### config.mk
export PLATFORM = sky130hd
export DESIGN_NAME = vc_switch_allocator_flat
export DESIGN_NICKNAME = d
export VERILOG_FILES = /design/src/rtl/router_pkg.sv /design/src/rtl/vc_switch_allocator_if.sv /design/src/rtl/rr_arbiter5.sv /design/src/rtl/vc_switch_allocator.sv /design/src/flat_wrapper.sv
export SDC_FILE = /design/constraint.sdc
export NUM_CORES = 1
export LEC_CHECK = 0
export CAP_MARGIN = 20
export CORE_UTILIZATION = 30
export DETAILED_ROUTE_END_ITERATION = 8
export HOLD_SLACK_MARGIN = 0.03
export PLACE_DENSITY_LB_ADDON = 0.05
export SLEW_MARGIN = 40
export SYNTH_ARGS = -nofsm -noshare
export SYNTH_HDL_FRONTEND = slang
export SYNTH_SLANG_ARGS = --single-unit
### constraint.sdc
create_clock -name clk0 -period 19.2 [get_ports clk0]
set_clock_uncertainty 0.15 [all_clocks]
set_input_delay 3.84 -clock clk0 [delete_from_list [all_inputs] [get_ports clk0]]
set_output_delay 3.84 -clock clk0 [all_outputs]
set_load 0.05 [all_outputs]
### src/rtl/router_pkg.sv
`default_nettype none
// ============================================================================
// Module      : router_pkg
// Description : Shared constants and helpers for the 5-port mesh router.
// Revision    : 1.0 - initial release
// ============================================================================
package router_pkg;

    localparam int NPORTS = 5;
    localparam int SELW   = 3;

    typedef logic [SELW-1:0] port_idx_t;

    localparam port_idx_t CORE  = 3'd0;
    localparam port_idx_t LINK1 = 3'd1;
    localparam port_idx_t LINK2 = 3'd2;
    localparam port_idx_t LINK3 = 3'd3;
    localparam port_idx_t LINK4 = 3'd4;

    localparam logic [1:0] FT_BODY   = 2'b00;
    localparam logic [1:0] FT_HEAD   = 2'b01;
    localparam logic [1:0] FT_TAIL   = 2'b10;
    localparam logic [1:0] FT_SINGLE = 2'b11;

    // Flit type lives in flit[31:30]
    localparam int FT_MSB = 31;
    localparam int FT_LSB = 30;

    localparam logic ST_FREE   = 1'b0;
    localparam logic ST_LOCKED = 1'b1;

    function automatic port_idx_t next_port(input port_idx_t p);
        return (p == port_idx_t'(NPORTS - 1)) ? '0 : p + 1'b1;
    endfunction

endpackage
`default_nettype wire

### src/rtl/vc_switch_allocator_if.sv
`default_nettype none
// ============================================================================
// Module      : vc_switch_allocator_if
// Description : Request/grant bundle between VC buffers, allocator, crossbar.
// Revision    : 1.0 - initial release
// ============================================================================
interface vc_switch_allocator_if;
    import router_pkg::*;

    logic [NPORTS-1:0]      in_val;
    logic [NPORTS*SELW-1:0] in_dest;
    logic [NPORTS*2-1:0]    in_type;
    logic [NPORTS-1:0]      out_ready;
    logic [NPORTS-1:0]      in_grant;
    logic [NPORTS*SELW-1:0] out_sel;
    logic [NPORTS-1:0]      out_val;
    logic [NPORTS-1:0]      out_busy;
    logic [NPORTS-1:0]      err_stray;

    modport master (
        output in_val, in_dest, in_type, out_ready,
        input  in_grant, out_sel, out_val, out_busy, err_stray
    );

    modport slave (
        input  in_val, in_dest, in_type, out_ready,
        output in_grant, out_sel, out_val, out_busy, err_stray
    );

endinterface
`default_nettype wire

### src/rtl/rr_arbiter5.sv
`default_nettype none
// ============================================================================
// Module      : rr_arbiter5
// Description : 5-way round-robin pick, scanning upward from i_ptr with wrap.
// Revision    : 1.0 - initial release
// ============================================================================
module rr_arbiter5
    import router_pkg::*;
(
    input  wire logic [NPORTS-1:0] i_req,
    input  wire port_idx_t         i_ptr,
    output logic [NPORTS-1:0]      o_gnt,
    output port_idx_t              o_idx,
    output logic                   o_any
);

    always_comb begin
        o_gnt = '0;
        o_idx = '0;
        o_any = 1'b0;
        for (int k = 0; k < NPORTS; k++) begin
            int idx;
            idx = (int'(i_ptr) + k) % NPORTS;
            if (!o_any && i_req[idx]) begin
                o_any      = 1'b1;
                o_gnt[idx] = 1'b1;
                o_idx      = port_idx_t'(idx);
            end
        end
    end

endmodule
`default_nettype wire

### src/rtl/vc_switch_allocator.sv
`default_nettype none
// ============================================================================
// Module      : vc_switch_allocator
// Description : Per-output round-robin switch allocation with wormhole locks.
// Revision    : 1.0 - initial release
// ============================================================================
module vc_switch_allocator
    import router_pkg::*;
(
    input  wire logic            clk0,
    input  wire logic            reset,
    vc_switch_allocator_if.slave bus
);

    logic [NPORTS-1:0]      r_lock;
    port_idx_t              r_owner [NPORTS];
    port_idx_t              r_ptr   [NPORTS];
    logic [NPORTS-1:0]      r_err;

    port_idx_t              w_dest  [NPORTS];
    logic [1:0]             w_type  [NPORTS];
    logic [NPORTS-1:0]      w_cont;
    logic [NPORTS-1:0]      w_head_vec;
    logic [NPORTS-1:0]      w_owns;
    logic [NPORTS-1:0]      w_err;

    logic [NPORTS-1:0]      w_hreq    [NPORTS];
    logic [NPORTS-1:0]      w_arb_gnt [NPORTS];
    port_idx_t              w_arb_idx [NPORTS];
    logic [NPORTS-1:0]      w_arb_any;
    logic [NPORTS-1:0]      w_own_req;
    logic [NPORTS-1:0]      w_own_tail;

    logic [NPORTS-1:0]      w_oval;
    port_idx_t              w_src [NPORTS];
    logic [NPORTS-1:0]      w_grant;
    logic [NPORTS*SELW-1:0] w_sel;

    logic [NPORTS-1:0]      w_lock_nxt;
    port_idx_t              w_owner_nxt [NPORTS];
    port_idx_t              w_ptr_nxt   [NPORTS];

    // Decode each input's head flit and classify protocol errors
    always_comb begin
        for (int i = 0; i < NPORTS; i++) begin
            w_dest[i]     = bus.in_dest[i*SELW +: SELW];
            w_type[i]     = bus.in_type[i*2 +: 2];
            w_cont[i]     = (w_type[i] == FT_BODY) || (w_type[i] == FT_TAIL);
            w_head_vec[i] = (w_type[i] == FT_HEAD);
            w_owns[i]     = 1'b0;
            for (int o = 0; o < NPORTS; o++) begin
                if (w_dest[i] == port_idx_t'(o) && r_lock[o] == ST_LOCKED &&
                    r_owner[o] == port_idx_t'(i))
                    w_owns[i] = 1'b1;
            end
            // Continuation flits need ownership; packet starts must not have it
            w_err[i] = bus.in_val[i] &&
                       ((w_dest[i] >= port_idx_t'(NPORTS)) || (w_cont[i] != w_owns[i]));
        end
    end

    always_comb begin
        for (int o = 0; o < NPORTS; o++) begin
            w_hreq[o]     = '0;
            w_own_req[o]  = 1'b0;
            w_own_tail[o] = 1'b0;
            for (int i = 0; i < NPORTS; i++) begin
                w_hreq[o][i] = bus.in_val[i] && (w_dest[i] == port_idx_t'(o)) &&
                               !w_cont[i] && !w_err[i];
                if (r_owner[o] == port_idx_t'(i) && bus.in_val[i] &&
                    w_dest[i] == port_idx_t'(o) && w_cont[i]) begin
                    w_own_req[o]  = 1'b1;
                    w_own_tail[o] = (w_type[i] == FT_TAIL);
                end
            end
        end
    end

    for (genvar o = 0; o < NPORTS; o++) begin : g_arb
        rr_arbiter5 u_arb (
            .i_req (w_hreq[o]),
            .i_ptr (r_ptr[o]),
            .o_gnt (w_arb_gnt[o]),
            .o_idx (w_arb_idx[o]),
            .o_any (w_arb_any[o])
        );
    end

    // Lock state register
    always_ff @(posedge clk0) begin
        if (reset) begin
            r_lock <= '0;
            r_err  <= '0;
            for (int o = 0; o < NPORTS; o++) begin
                r_owner[o] <= '0;
                r_ptr[o]   <= '0;
            end
        end else begin
            r_lock <= w_lock_nxt;
            r_err  <= w_err;
            for (int o = 0; o < NPORTS; o++) begin
                r_owner[o] <= w_owner_nxt[o];
                r_ptr[o]   <= w_ptr_nxt[o];
            end
        end
    end

    // Next lock state: header grant locks, tail transfer releases
    always_comb begin
        w_lock_nxt = r_lock;
        for (int o = 0; o < NPORTS; o++) begin
            w_owner_nxt[o] = r_owner[o];
            w_ptr_nxt[o]   = r_ptr[o];
            if (w_oval[o]) begin
                if (r_lock[o] == ST_LOCKED) begin
                    if (w_own_tail[o])
                        w_lock_nxt[o] = ST_FREE;
                end else begin
                    w_ptr_nxt[o] = next_port(w_arb_idx[o]);
                    if (|(w_arb_gnt[o] & w_head_vec)) begin
                        w_lock_nxt[o]  = ST_LOCKED;
                        w_owner_nxt[o] = w_arb_idx[o];
                    end
                end
            end
        end
    end

    // Grants and crossbar selects, same cycle as the request
    always_comb begin
        w_oval  = '0;
        w_grant = '0;
        w_sel   = '0;
        for (int o = 0; o < NPORTS; o++) begin
            if (r_lock[o] == ST_LOCKED) begin
                w_oval[o] = w_own_req[o] && bus.out_ready[o];
                w_src[o]  = r_owner[o];
            end else begin
                w_oval[o] = w_arb_any[o] && bus.out_ready[o];
                w_src[o]  = w_arb_idx[o];
            end
            if (reset)
                w_oval[o] = 1'b0;
            if (w_oval[o])
                w_sel[o*SELW +: SELW] = w_src[o];
            for (int i = 0; i < NPORTS; i++) begin
                if (w_oval[o] && w_src[o] == port_idx_t'(i))
                    w_grant[i] = 1'b1;
            end
        end
    end

    assign bus.in_grant  = w_grant;
    assign bus.out_sel   = w_sel;
    assign bus.out_val   = w_oval;
    assign bus.out_busy  = reset ? '0 : r_lock;
    assign bus.err_stray = r_err;

endmodule
`default_nettype wire
### src/flat_wrapper.sv
// flat-port wrapper written by rule: the top's interface ports become plain ports
module vc_switch_allocator_flat import router_pkg::*;
  (clk0, reset, bus_in_val, bus_in_dest, bus_in_type, bus_out_ready, bus_in_grant, bus_out_sel, bus_out_val, bus_out_busy, bus_err_stray);
  vc_switch_allocator_if bus_i ();
  input  wire logic clk0;
  input  wire logic reset;
  input wire logic [$bits(bus_i.in_val)-1:0] bus_in_val;
  input wire logic [$bits(bus_i.in_dest)-1:0] bus_in_dest;
  input wire logic [$bits(bus_i.in_type)-1:0] bus_in_type;
  input wire logic [$bits(bus_i.out_ready)-1:0] bus_out_ready;
  output wire logic [$bits(bus_i.in_grant)-1:0] bus_in_grant;
  output wire logic [$bits(bus_i.out_sel)-1:0] bus_out_sel;
  output wire logic [$bits(bus_i.out_val)-1:0] bus_out_val;
  output wire logic [$bits(bus_i.out_busy)-1:0] bus_out_busy;
  output wire logic [$bits(bus_i.err_stray)-1:0] bus_err_stray;
  assign bus_i.in_val = bus_in_val;
  assign bus_i.in_dest = bus_in_dest;
  assign bus_i.in_type = bus_in_type;
  assign bus_i.out_ready = bus_out_ready;
  assign bus_in_grant = bus_i.in_grant;
  assign bus_out_sel = bus_i.out_sel;
  assign bus_out_val = bus_i.out_val;
  assign bus_out_busy = bus_i.out_busy;
  assign bus_err_stray = bus_i.err_stray;
  vc_switch_allocator u_core (.clk0(clk0), .reset(reset), .bus(bus_i));
endmodule
==> results.yml, run 1 <==
run_status:
  status: "completed"
min_path:
  worstHoldStart: "u_core.r_owner[0][8]$_SDFFE_PP0P_"
  hp-class: "reg2reg"
  hold_end: "u_core.r_owner[0][8]$_SDFFE_PP0P_"
  worstHoldPathCells: 2
route:
  drc: 0
  vias: 18300
  drtIter0Drc: 1756
  antenna_left: 0
  first_pass_iters: 6
  drt_wl_total_mm: 66.9
  wire_per_inst_um: 22.8
  vias_per_cell: 6.24
critical_path:
  end_kind: "primary output"
  critPathKind: "in2out"
  critPathRequiredTime_ns: 15.21
  cp_num_buf_inv: 2
  cp_slowest_cell: "clkdlybuf4s50_1"
  cp_max_fo: 9
  ff2ff_path_depth: 25
  rr_endpoint: "u_core.r_ptr[0][11]$_SDFFE_PP0P_"
  reg2reg_slack_ns: 11.58
  timing.rr.start: "u_core.r_ptr[0][9]$_SDFFE_PP0P_"
  cp_top_family: "simple AND/OR/NAND/NOR gates"
  critPathLaunchType: "primary input"
  arrival_ns: 9.45
  slowest_delay_ns: 0.86
  worstPathCellList: "clkdlybuf4s50_1 -> nor2_1 -> nand4_1 -> o2111a_1 -> o31ai_1 -> and2_0 -> and3_1 -> nand4b_1 -> o211ai_1 -> nor2_1 -> o32a_1 -> or4b_1 -> clkdlybuf4s50_1"
timing:
  grt_setup_unrepaired: "no"
  max_freq_ghz: 0.0744
  final.min_clock_period_ns: 13.44
  setup_tns_ns: 0
  relSlewSlack: 0.429
  tightestPinTransition_ns: 0.851
  final_hold_viol_count: 0
  whs_ns: 0.481
  setup_viol: 0
  drv_slew: 0
  finalCritPeriodShare: 0.700
finish:
  fin_nets: 2441
  multiInputGateArea_sq_mm: 0.0140
  diodes: 0
  layout_common_cells: "nand2_1 (197), nor2_1 (187), ha_1 (149), a21oi_1 (139), o21ai_0 (118)"
  areaGrowthSynthToFinish_pct: 9.06
  nFillCells: 5689
  fin_util: 0.333
  layout-drive-gt1-share: 0.0745
  layout_commonest_cell: "nand2_1"
  final-seq-area_sq_um: 801
  instances_no_fill: 2934
logic_synthesis:
  synth-compound-area-share: 0.355
  synthMuxAreaShare: 0.0480
  avgSynthCellArea_sq_um: 6.95
  synth_ff_type: "dfxtp_1"
  synth-seq-cells: 40
  synth_top_family_by_area: "compound AO/OA/AOI/OAI gates"
  synth_xor_xnor_area_share: 0.0301
  synth_cell_types: 136
  synth_nets: 2450
  yosysSeqAreaShare: 0.0509
  synthArstFlopShare: 0
  synth_edf_count: 0
  yosysWarnings: 0
  netlist_area_sq_mm: 0.0157
  yosys.area_share.simple: 0.333
  synthAdderAreaFrac: 0.122
  syn_inst: 2262
clock_tree:
  numCtsBuffers: 5
  insertion_delay_ns: 0.32
  htree_levels: 2
  cts_resized: 0
  clkTransAtPathRegs_ns: 0.06
  clockRootBuffer: "clkbuf_16"
  cts-hold-fix-buffers: 0
  cts_tree: "yes"
  post_cts_buffers: 0
  cts_buffer_depth: 2
  clkSinkCount: 40
die:
  die_area_sq_mm: 0.0534
  rows: 83
  die_y_um: 231
  start_util: 0.305
  die_w_um: 231
  io_pins: 72
  core_area_sq_mm: 0.0515
place:
  dp_cells: 2926
  post-dp-hpwl_mm: 53.3
  gp_congestion: 0.968
  portBuffers: 71
global_routing:
  antenna_found_initial: 5
  grt_pass1_vias: 16900
  overflow: 0
  grt_start_max_net_pins: 39
  grt_pass1_wl_mm: 102
  track_usage: 0.243
power_and_ir_drop:
  vdd_drop_max_mv: 0.0936
  p_leak_uw: 0.00610
  power_uw: 2850
  p_per_area_mw_per_mm2: 166
run:
  maxCapViolCount: 0
-- Yosys cell counts, drive strengths merged (46+ instances only) --
master / n / share of area
nand3: 89 / 0.029
buf: 54 / 0.018
mux2i: 55 / 0.036
inv: 116 / 0.028
nand2: 198 / 0.047
a211oi: 50 / 0.026
nor3: 93 / 0.031
clkbuf: 57 / 0.014
o21ai: 133 / 0.043
nand2b: 51 / 0.020
ha: 149 / 0.12
nor2: 188 / 0.045
a21oi: 147 / 0.049
nor2b: 46 / 0.018
-- worst reg2reg max path: cells and delay by family, from the launching register on --
family	cells	cell delay, ns
compound gates	6	1.77
fa+ha+maj	5	1.64
buf+inv	5	1.25
flops	1	0.31
mux	1	0.54
simple gates	8	1.87
-- flip-flops by register name, indices dropped and copies added, names as in the netlist --
signal,count
u_core.bus.err_stray,5
u_core.r_lock,5
u_core.r_owner,15
u_core.r_ptr,15
-- layer usage --
layer,wire [um],GRT usage,share of wire,vias to the layer above
met4,1600,0.0594,0.024,8
met1,31500,0.341,0.47,8887
met3,3610,0.0257,0.054,95
met2,30100,0.393,0.45,616
li1,-,-,-,8703
met5,57,0,0.00085,-
-- worst max-delay path by stage --
stage                   start         endpoint  slack (ns)  depth (start not counted)
2_1_floorplan  bus_in_dest[2]  bus_in_grant[3]        7.59                         10
3_3_place_gp   bus_in_dest[4]  bus_in_grant[4]        6.09                         13
3_5_place_dp   bus_in_dest[4]  bus_in_grant[4]        5.94                         13
4_1_cts        bus_in_dest[4]  bus_in_grant[4]        5.93                         13
5_1_grt        bus_in_dest[4]  bus_in_grant[1]        5.66                         13
6_report       bus_in_dest[4]  bus_in_grant[4]        5.76                         13
-- report_power, final --
part / leakage [uW] / total, uW / internal, uW / switching, uW
registers: 0.000324 / 125 / 97.8 / 27.0
clock network: 0.0000808 / 103 / 61.3 / 41.5
logic: 0.00570 / 2630 / 926 / 1700
-- through the flow --
step	cell area (sq um)	setup slack, ns
floorplan	15700	7.59
global placement	17000	6.09
detailed placement	17000	5.94
CTS	17100	5.93
global route	17200	5.66
finish	17200	5.76
-- cell families (layout without fill, tap and decap cells) --
kind of cell / Yosys count / in the layout
flops: 40 / 40
fa+ha+maj: 153 / 153
compound gates: 762 / 762
xor+xnor: 48 / 48
buf+inv: 233 / 225
mux: 70 / 70
simple gates: 956 / 956
-- area by class of cell --
cell class,count,area share
clock buffers,6,0.00751
clock inverters,2,0.00204
inverters,122,0.0267
multi-input cells,1989,0.816
flip-flops and latches,40,0.0467
well taps,680,0.0496
repair buffers,95,0.0516
(Power assumes the default switching activity.)
==> inputs of run 2 (changes only) <==
- clock period: 19.2 -> 13.3 ns (I/O delays scaled with it)
==> run 2 against run 1 <==
Sequential share of layout area about the same; die area unchanged; cell area about the same; critical endpoint unchanged; largest cell class unchanged.
==> results.yml, run 2 (synthesis results as in run 1) <==
global_routing:
  grt_pass1_wl_mm: 101
  track_usage: 0.240
  grt_pass1_vias: 16800
  antenna_found_initial: 3
  grt_start_max_net_pins: 39
  overflow: 0
critical_path:
  arrival_ns: 8.16
  reg2reg_slack_ns: 5.96
  cp_max_fo: 9
  cp_slowest_cell: "clkdlybuf4s50_1"
  cp_top_family: "simple AND/OR/NAND/NOR gates"
  timing.rr.start: "u_core.r_ptr[0][9]$_SDFFE_PP0P_"
  critPathKind: "in2out"
  critPathRequiredTime_ns: 10.49
  crit_end: "bus_in_grant[4]"
  critPathLaunchType: "primary input"
  rr_endpoint: "u_core.r_ptr[0][11]$_SDFFE_PP0P_"
  crit_cells: 13
  end_kind: "primary output"
  worstPathCellList: "clkdlybuf4s50_1 -> nor2_1 -> nand4_1 -> o2111a_1 -> o31ai_1 -> and2_0 -> and3_1 -> nand4b_1 -> o211ai_1 -> nor2_1 -> o32a_1 -> or4b_1 -> clkdlybuf4s50_1"
  ff2ff_path_depth: 23
  crit_path_start: "bus_in_dest[4]"
  cp_num_buf_inv: 2
  slowest_delay_ns: 0.85
timing:
  final.min_clock_period_ns: 10.97
  tightestPinTransition_ns: 0.878
  final_hold_viol_count: 0
  finalCritPeriodShare: 0.825
  grt_setup_unrepaired: "no"
  relSlewSlack: 0.414
  drv_slew: 0
  setup_viol: 0
  setup_tns_ns: 0
  max_freq_ghz: 0.0911
finish:
  diodes: 0
  areaGrowthSynthToFinish_pct: 9.00
  top_regs: "u_core.r_owner (15), u_core.r_ptr (15)"
  layout-drive-gt1-share: 0.0746
  layout_common_cells: "nand2_1 (197), nor2_1 (187), ha_1 (149), a21oi_1 (139), o21ai_0 (118)"
  nFillCells: 5609
  multiInputGateArea_sq_mm: 0.0140
  final-seq-area_sq_um: 801
  fin_nets: 2440
  layout_commonest_cell: "nand2_1"
route:
  first_pass_iters: 5
  antenna_left: 0
  drt_wl_total_mm: 66.2
  vias: 18200
  vias_per_cell: 6.19
  wire_per_inst_um: 22.6
  drtIter0Drc: 1845
  drc: 0
min_path:
  hp-class: "reg2reg"
clock_tree:
  insertion_delay_ns: 0.32
  clkSinkCount: 40
  htree_levels: 2
  post_cts_buffers: 0
  cts_tree: "yes"
  cts_resized: 0
  clockRootBuffer: "clkbuf_16"
  cts_buffer_depth: 2
  numCtsBuffers: 5
  clkTransAtPathRegs_ns: 0.06
  cts-hold-fix-buffers: 0
power_and_ir_drop:
  p_leak_uw: 0.00609
  p_per_area_mw_per_mm2: 239
  vdd_drop_max_mv: 0.170
  power_uw: 4100
die:
  rows: 83
  io_pins: 72
  start_util: 0.305
  die_area_sq_mm: 0.0534
  core_area_sq_mm: 0.0515
  die_y_um: 231
  die_w_um: 231
run:
  maxCapViolCount: 0
place:
  portBuffers: 71
  gp_congestion: 0.937
  post-dp-hpwl_mm: 52.8
run_status:
  status: "completed"
-- run 2: cell count changes in the layout (fill, tap and decap cells not counted), sizes merged --
cell and delta:
buf -1, clkinvlp +1, clkbuf +1, clkinv -1, bufinv -1
-- run 2: per-layer routing --
metal,share of wire,vias up,track usage
met5,0.00036,-,0
li1,-,8689,-
met1,0.47,8804,0.338
met3,0.050,84,0.0230
met2,0.45,579,0.390
met4,0.023,4,0.0557
-- run 2: worst min-delay path by stage --
stage	cells after the start	slack [ns]	to	from
global placement	2	0.45	u_core.r_owner[0][7]$_SDFFE_PP0P_	u_core.r_owner[0][7]$_SDFFE_PP0P_
floorplan	2	0.35	u_core.r_owner[0][8]$_SDFFE_PP0P_	u_core.r_owner[0][8]$_SDFFE_PP0P_
CTS	2	0.45	u_core.r_owner[0][0]$_SDFFE_PP0P_	u_core.r_owner[0][0]$_SDFFE_PP0P_
detailed placement	2	0.44	u_core.r_owner[0][0]$_SDFFE_PP0P_	u_core.r_owner[0][0]$_SDFFE_PP0P_
global route	2	0.49	u_core.r_owner[0][7]$_SDFFE_PP0P_	u_core.r_owner[0][7]$_SDFFE_PP0P_
finish	2	0.46	u_core.r_owner[0][0]$_SDFFE_PP0P_	u_core.r_owner[0][0]$_SDFFE_PP0P_
-- run 2: cell type report --
class,instances,share of cell area
Sequential cell,40,0.0467
Clock buffer,7,0.00832
Tap cell,680,0.0496
Clock inverter,1,0.000438
Inverter,122,0.0267
Multi-Input combinational cell,1989,0.817
Timing Repair Buffer,94,0.0512
-- run 2: through the flow --
stage	hold WS, ns	util	setup slack [ns]	area, sq um	std cells
after floorplan	0.346	-	3.98	15700	2262
after global placement	0.446	0.329	2.47	17000	2925
after detailed placement	0.441	0.330	2.44	17000	2925
after CTS	0.454	0.332	2.36	17100	2933
after global routing	0.489	0.333	1.70	17100	2933
final	0.464	0.333	2.33	17100	2933
-- run 2: tightest hold or removal path, stage by stage, from the launching register on --
cell and delay [ns]:
dfxtp_1 0.41, nand2_1 0.10, mux2i_1 0.06
-- run 2: power breakdown --
group	switching (uW)	internal, uW	leakage, uW
Sequential	39.5	141	0.000324
Combinational	2450	1340	0.00569
Clock	59.9	75.1	0.0000701
==> inputs of run 3 (changes only) <==
- clock period: 13.3 -> 9.4 ns (I/O delays scaled with it)
==> run 3 against run 2 <==
Highest routed layer unchanged; die area unchanged; total power increased by 46%; core utilization up 0.60 points.
==> results.yml, run 3 (synthesis results as in run 1) <==
run_status:
  status: "completed"
power_and_ir_drop:
  p_int_uw: 2290
  power.switching_uw: 3680
  vdd_drop_max_mv: 0.178
  power_frac_seq: 0.042
  p_leak_uw: 0.00631
  p_per_area_mw_per_mm2: 342
  clkPwrFrac: 0.034
  p_sw_frac: 0.616
  comb_power_share: 0.924
die:
  die_w_um: 231
  die_y_um: 231
  rows: 83
  io_pins: 72
  die_area_sq_mm: 0.0534
  core_area_sq_mm: 0.0515
  start_util: 0.305
critical_path:
  worstPathCellList: "clkinv_1 -> buf_4 -> ha_1 -> inv_1 -> ha_1 -> inv_1 -> ha_1 -> or3_1 -> nand3_1 -> nand2_1 -> ha_1 -> nand2b_1 -> nand2_1 -> o22ai_2 -> mux2i_1 -> mux4_2 -> o21ai_1 -> nor3_1 -> a22o_1 -> o21ai_0 -> nand4bb_1 -> nand4_1 -> buf_12"
  critPathLaunchType: "register"
  critPathKind: "reg2out"
  arrival_ns: 6.80
  end_kind: "primary output"
  cp_slowest_cell: "mux2i_1"
  critPathRequiredTime_ns: 7.37
  slowest_delay_ns: 0.60
  cp_max_fo: 11
  cpMostUsedCell: "ha_1"
global_routing:
  grt_pass1_wl_mm: 103
  track_usage: 0.244
  antenna_found_initial: 3
  grt_pass1_vias: 17000
  grt_start_max_net_pins: 38
  overflow: 0
clock_tree:
  cts_resized: 0
  clockRootBuffer: "clkbuf_16"
  htree_levels: 2
  cts_buffer_depth: 2
  cts-hold-fix-buffers: 0
  cts_tree: "yes"
  clkTransAtPathRegs_ns: 0.07
  numCtsBuffers: 5
  insertion_delay_ns: 0.32
  clkSinkCount: 40
  post_cts_buffers: 0
place:
  placed_area_sq_mm: 0.0173
  gp_congestion: 0.971
  portBuffers: 71
  post-dp-hpwl_mm: 53.5
timing:
  tightestPinTransition_ns: 0.872
  finalCritPeriodShare: 0.939
  final_hold_viol_count: 0
  setup_tns_ns: 0
  final.min_clock_period_ns: 8.83
  relSlewSlack: 0.410
  max_freq_ghz: 0.113
  setup_viol: 0
  grt_setup_unrepaired: "no"
  drv_slew: 0
route:
  first_pass_iters: 5
  drt_wl_total_mm: 66.8
  drtIter0Drc: 1651
  antenna_left: 0
  drc: 0
  vias: 18200
  vias_per_cell: 6.15
  wire_per_inst_um: 22.5
finish:
  fin_nets: 2471
  areaGrowthSynthToFinish_pct: 10.9
  fin_area_sq_mm: 0.0175
  diodes: 0
  layout-drive-gt1-share: 0.0941
  top_regs: "u_core.r_owner (15), u_core.r_ptr (15)"
  layout_common_cells: "nand2_1 (197), nor2_1 (187), ha_1 (149), a21oi_1 (139), o21ai_0 (118)"
  layout_commonest_cell: "nand2_1"
min_path:
  hp-class: "reg2reg"
run:
  maxCapViolCount: 0
==> run 3: path summary, 6_finish.rpt <==
path / from / to / slack [ns] / depth (start not counted)
min reg2reg: u_core.r_owner[0][0]$_SDFFE_PP0P_ / u_core.r_owner[0][0]$_SDFFE_PP0P_ / 0.46 / 2
max: u_core.r_ptr[0][3]$_SDFFE_PP0P_ / bus_in_grant[2] / 0.57 / 23
max reg2reg: u_core.r_ptr[0][3]$_SDFFE_PP0P_ / u_core.r_ptr[0][5]$_SDFFE_PP0P_ / 2.95 / 23
min: u_core.r_owner[0][0]$_SDFFE_PP0P_ / u_core.r_owner[0][0]$_SDFFE_PP0P_ / 0.46 / 2
==> run 3: power by group through the flow <==
| stage | combinational [uW] | clock [uW] | sequential (uW) |
|---|---|---|---|
| final | 5510 | 203 | 253 |
| after global routing | 6060 | 215 | 259 |
| after CTS | 5440 | 211 | 253 |
| after detailed placement | 5410 | 0 | 257 |
| after global placement | 5420 | 0 | 257 |
| after floorplan | 4000 | 0 | 251 |
==> run 3: critical path, delay by kind of cell (launching register included) <==
family / cells / cell delay, ns
muxes: 2 / 1.02
and+or+nand+nor: 8 / 1.52
buffers and inverters: 5 / 0.77
adders and majority gates: 4 / 1.30
AOI/OAI and AO/OA: 4 / 1.53
DFF: 1 / 0.32
==> run 3: per-layer routing <==
layer  GRT usage  share of wire  vias up  routed length [um]
li1            -              -     8764                   -
met1       0.350           0.48     8760               32100
met2       0.390           0.45      620               29800
met3      0.0201          0.049       78                3250
met4      0.0619          0.026        2                1710
met5           0        0.00025        -                  17
==> run 3: final cells by class <==
cell class	instances	area [sq um]
timing repair buffer	125	1200
inverter	122	458
clock buffer	6	139
fill	5612	34100
sequential	40	801
tap	680	851
clock inverter	2	10.0
multi-input combinational	1989	14000
==> run 3: through the flow <==
| step | utilization | power [uW] | hold slack (ns) | worst slack, ns | instances |
|---|---|---|---|---|---|
| 2_1_floorplan | - | 4250 | 0.346 | 0.865 | 2262 |
| 3_3_place_gp | 0.335 | 5680 | 0.447 | 0.719 | 2956 |
| 3_5_place_dp | 0.336 | 5670 | 0.449 | 0.724 | 2956 |
| 4_1_cts | 0.339 | 5900 | 0.462 | 0.655 | 2964 |
| 5_1_grt | 0.339 | 6530 | 0.497 | 0.133 | 2964 |
| 6_report | 0.339 | 5970 | 0.462 | 0.574 | 2964 |
